`src/rtl/uart_receiver.sv`:
```
// UART receive stage: 2-flop line synchroniser, start-bit qualify, 8 data bits LSB-first sampled mid-bit, stop check.
// Latency: o_valid / error pulse lands in the cycle after the stop-bit sample point.
// Backpressure: none; the sink must accept each one-cycle o_valid pulse as it occurs.
//
// Ports:
//   clk            - sole clock, rising edge
//   i_reset        - synchronous active-high reset
//   i_rx           - asynchronous serial line, idles high
//   o_data         - last good byte, held until the next good byte
//   o_valid        - one-cycle pulse when o_data updates
//   o_frame_error  - one-cycle pulse when the stop bit is sampled low
//   o_parity_error - one-cycle pulse on even-parity mismatch (constant 0 unless UART_RX_PARITY_EN)
//   o_busy         - high whenever the FSM is not in IDLE
// Optional feature macro: UART_RX_PARITY_EN adds an even-parity bit between data and stop.
module uart_receiver #(
  parameter int CLKS_PER_BIT = 16
) (
  input  logic       clk,
  input  logic       i_reset,
  input  logic       i_rx,
  output logic [7:0] o_data,
  output logic       o_valid,
  output logic       o_frame_error,
  output logic       o_parity_error,
  output logic       o_busy
);

  localparam int CW   = $clog2(CLKS_PER_BIT);
  localparam int HALF = CLKS_PER_BIT / 2;
  localparam logic [CW-1:0] HALF_M1 = CW'(HALF - 1);
  localparam logic [CW-1:0] LAST    = CW'(CLKS_PER_BIT - 1);

  typedef enum logic [2:0] {
    IDLE,
    START,
    DATA,
`ifdef UART_RX_PARITY_EN
    PARITY,
`endif
    STOP,
    WAIT_IDLE
  } state_t;

  state_t        state;
  logic          rx_meta;
  logic          rx_s;
  logic [CW-1:0] cnt;
  logic [2:0]    idx;
  logic [7:0]    shift;
  logic          parity_bad;

`ifdef UART_RX_PARITY_EN
  logic par_bit;
  logic perr_q;
  // Even parity: data bits plus parity bit must XOR to zero.
  assign parity_bad     = ^{shift, par_bit};
  assign o_parity_error = perr_q;
`else
  assign parity_bad     = 1'b0;
  assign o_parity_error = 1'b0;
`endif

  assign o_busy = (state != IDLE);

  always_ff @(posedge clk) begin
    if (i_reset) begin
      state         <= IDLE;
      rx_meta       <= 1'b1;
      rx_s          <= 1'b1;
      cnt           <= '0;
      idx           <= '0;
      shift         <= '0;
      o_data        <= '0;
      o_valid       <= 1'b0;
      o_frame_error <= 1'b0;
`ifdef UART_RX_PARITY_EN
      par_bit       <= 1'b0;
      perr_q        <= 1'b0;
`endif
    end else begin
      rx_meta       <= i_rx;
      rx_s          <= rx_meta;
      o_valid       <= 1'b0;
      o_frame_error <= 1'b0;
`ifdef UART_RX_PARITY_EN
      perr_q        <= 1'b0;
`endif
      case (state)
        IDLE: begin
          cnt <= '0;
          if (!rx_s) state <= START;
        end
        START: begin
          if (cnt == HALF_M1) begin
            cnt <= '0;
            // A start bit that is gone by mid-bit was a glitch.
            if (!rx_s) begin
              state <= DATA;
              idx   <= '0;
            end else begin
              state <= IDLE;
            end
          end else begin
            cnt <= cnt + 1'b1;
          end
        end
        DATA: begin
          if (cnt == LAST) begin
            cnt   <= '0;
            // LSB arrives first, so shift right and insert at the top.
            shift <= {rx_s, shift[7:1]};
            if (idx == 3'd7) begin
`ifdef UART_RX_PARITY_EN
              state <= PARITY;
`else
              state <= STOP;
`endif
            end else begin
              idx <= idx + 3'd1;
            end
          end else begin
            cnt <= cnt + 1'b1;
          end
        end
`ifdef UART_RX_PARITY_EN
        PARITY: begin
          if (cnt == LAST) begin
            cnt     <= '0;
            par_bit <= rx_s;
            state   <= STOP;
          end else begin
            cnt <= cnt + 1'b1;
          end
        end
`endif
        STOP: begin
          if (cnt == LAST) begin
            cnt <= '0;
            // Framing error outranks parity error.
            if (!rx_s) begin
              o_frame_error <= 1'b1;
              state         <= WAIT_IDLE;
            end else if (parity_bad) begin
`ifdef UART_RX_PARITY_EN
              perr_q <= 1'b1;
`endif
              state  <= IDLE;
            end else begin
              o_data  <= shift;
              o_valid <= 1'b1;
              state   <= IDLE;
            end
          end else begin
            cnt <= cnt + 1'b1;
          end
        end
        WAIT_IDLE: begin
          // Hold off until the line is released so a break is not seen as a start.
          cnt <= '0;
          if (rx_s) state <= IDLE;
        end
        default: state <= IDLE;
      endcase
    end
  end

endmodule

```
`config.mk`:
```
export PLATFORM = sky130hd
export DESIGN_NAME = uart_receiver
export DESIGN_NICKNAME = d
export VERILOG_FILES = /design/src/rtl/uart_receiver.sv
export SDC_FILE = /design/constraint.sdc
export NUM_CORES = 1
export LEC_CHECK = 0
export ABC_AREA = 1
export CAP_MARGIN = 20
export CELL_PAD_IN_SITES_DETAIL_PLACEMENT = 1
export CELL_PAD_IN_SITES_GLOBAL_PLACEMENT = 1
export CORE_ASPECT_RATIO = 1.25
export CORE_MARGIN = 1.5
export CORE_UTILIZATION = 30
export CTS_BUF_LIST = sky130_fd_sc_hd__clkbuf_2
export DETAILED_ROUTE_END_ITERATION = 6
export MAX_ROUTING_LAYER = met4
export PLACE_DENSITY_LB_ADDON = 0.1
export SYNTH_ARGS = -nofsm -noshare
export SYNTH_HDL_FRONTEND = slang
export SYNTH_SLANG_ARGS = --single-unit
```
`constraint.sdc`:
```
create_clock -name clk -period 1.3 [get_ports clk]
set_input_delay 0.26 -clock clk [delete_from_list [all_inputs] [get_ports clk]]
set_output_delay 0.26 -clock clk [all_outputs]
set_load 0.005 [all_outputs]
```
==> results by group <==
Run status
  • Status: finished with violations
  • Failing checks: setup timing

STA
  • Final number of setup-violating endpoints: 14
  • Fin crit share: 106%
  • Post-layout minimum cycle time: 1.38 ns
  • Slew Limit Fails: 0
  • Hold Vio Cnt, Final: 0
  • FMAX: 0.726 GHz
  • Final WS setup: -0.0782 ns
  • Post-Route Skew: 0.0207 ns
  • Fin Hold WS: 0.423 ns
  • Unrepaired setup endpoints after global routing: yes

Route
  • DR DRC count: 0
  • Routed len/inst: 14.3 µm
  • Via count: 1364
  • TritonRoute pass-1 iters: 3
  • Detailed Route WL: 4.15 mm
  • Routed Antenna Nets: 0
  • Vias per std cell: 4.69
  • Iteration-0 DRC Markers: 16

Floorplanning
  • Row cnt: 27
  • Core area: 4360 µm²
  • Starting density of the core: 30.9%
  • I/O Pins: 15
  • Die Y: 77.9 µm
  • Chip width: 62.9 µm
  • Die area: 4900 µm²

CTS
  • Clock Latency Late Sink: 0.39 ns
  • Num CTS Buffers: 5
  • CTS tree: done
  • Clk root buf: clkbuf_2
  • Sink Count: 30
  • Clk pin slew, worst setup/hold paths: 0.18 ns
  • H-tree depth: 2
  • Longest Clk Path Bufs: 2

Setup path
  • R2r setup slk: -0.08 ns
  • Critical R2R Launch: cnt[1]
  • CP Launch Type: flop
  • Worst Reg-to-Reg Cells: 6
  • Crit Path Max Fanout: 6
  • WP data required: 1.63 ns
  • WS Path Type: flop to flop
  • CP endpoint kind: flop
  • Critical path data arrival time: 1.71 ns
  • Worst r2r dst: o_data[3]

Synth
  • Synth top area cells: dfxtp_1 (45%), nor2_1 (9.8%), nand2_1 (7.3%)
  • Fraction of the yosys area taken by sequential cells: 44.7%
  • Cell taking the most area after synthesis: dfxtp_1
  • Post-Syn Nets: 187
  • Syn_area_per_cell: 7.43 µm²
  • Post-Syn Area: 1350 µm²
  • Synth unique cells: 28
  • Post-synth top area share: 44.7%
  • Synth warn: 0
  • Flops & latches, synth: 30
  • Cells after Synth: 181

Global routing
  • Largest net degree at the start of global routing: 18
  • Antenna violations before repair: 0
  • Total track usage: 17.6%
  • First-pass GRT wire length: 6.52 mm
  • Global route overflow: 0
  • Vias in the first global route: 1411

Finish
  • Share of layout cells above drive strength 1: 45.5%
  • Commonest cells after routing, fill and taps aside: nor2_1 (29), buf_4 (29), nand2_1 (22)
  • Antenna cells: 0
  • Area grow syn2layout: 52.6%
  • Final #Nets: 238

Worst hold path
  • Hold Path Stages: 2
  • Hold WC Path Type: primary input to flop
  • Hold_sp: i_rx
  • Hold Path End: rx_meta

Power
  • Maximum vdd ir drop: 0.553 mV
  • Static Leak: 0.948 nW
  • Overall power: 0.00323 W
  • PwrDens: 1580 nW/µm²

Run
  • Max Cap Viol: 0

Placement
  • DP HPWL: 2.79 mm
  • Port bufs: 13
  • RePlAce Congestion: 0.885
[worst max-delay path by stage]
| stage | from | end | slack (ns) | depth (start not counted) |
|---|---|---|---|---|
| 2_1_floorplan | cnt[0] | o_data[6] | 0.02 | 6 |
| 3_3_place_gp | i_reset | state[2] | -0.11 | 6 |
| 3_5_place_dp | cnt[0] | o_data[1] | -0.16 | 6 |
| 4_1_cts | state[0] | o_busy | -0.18 | 3 |
| 5_1_grt | state[0] | shift[7] | -0.17 | 7 |
| 6_report | cnt[1] | o_data[3] | -0.08 | 6 |
[cells in the mapped netlist (all sizes together)]
library cell,number
nor2,37
buf,4
dfxtp,30
nand3,11
inv,21
a31oi,1
nand2,27
conb,1
nand4,5
nor3,3
a21oi,10
clkbuf,2
o21ai,22
xor2,1
or2,3
ha,3
[cell type report]
cell class / instances / area [µm²]
multi-input cells: 124 / 786
repair buffers: 50 / 433
fillers: 531 / 2310
flip-flops and latches: 30 / 628
inverters: 21 / 91.3
clock buffers: 5 / 25.0
well taps: 58 / 72.6
clock inverters: 3 / 16.3
[kinds of logic (layout without fill, tap and decap cells)]
family	Yosys count	after routing	synth area share, %
simple gates	86	86	29.4
flops	30	30	44.7
xor+xnor	1	1	0.651
other cells	1	1	0.279
buf+inv	27	79	8.74
compound gates	33	33	13.5
fa+ha+maj	3	3	2.79
[state kept, by name, summed over array words and instances (netlist names), 3 cells and up]
name,flops
o_data,8
state,3
idx,3
cnt,4
shift,8
[worst max-delay path, cell delays in order, from the launching register on]
cell	delay, ns
dfxtp_2	0.38
ha_4	0.17
nand3_4	0.15
nor3_4	0.29
buf_6	0.17
o21ai_1	0.06
nor2_1	0.10
[power by group]
part           internal [W]  switching (W)  leakage, nW
registers           0.00101      0.0000819        0.251
clock network      0.000122       0.000351       0.0264
logic              0.000785       0.000880        0.670
[stage by stage]
step,cell area [µm²],util (%),instances,setup TNS (ns),worst slack [ns]
floorplan,1350,-,181,0,0.0201
global placement,1720,39.4,272,-1.04,-0.110
detailed placement,1720,39.4,272,-2.32,-0.156
CTS,1920,44.1,286,-0.612,-0.178
global route,2050,47.1,291,-2.65,-0.171
finish,2050,47.1,291,-0.712,-0.0782
[layer usage]
layer | up-vias | routed length (µm) | part of all wire, % | global-route usage (%)
li1 | 685 | - | - | -
met1 | 661 | 1650 | 40 | 17.7
met2 | 11 | 2360 | 57 | 32.8
met3 | 7 | 75 | 1.8 | 3.04
met4 | 0 | 68 | 1.6 | 8.22
met5 | - | 0 | 0 | -
[timing repair]
action / in CTS / in global routing
gates cloned: 0 / 1
buffers inserted: 6 / 4
pin swaps: 5 / 19
setup endpoints to repair: 36 / 30
hold buffers: 0 / 0
gates resized for setup: 59 / 39
hold endpoints to repair: 0 / 0
No activity file was read; power rests on OpenSTA's default activity.
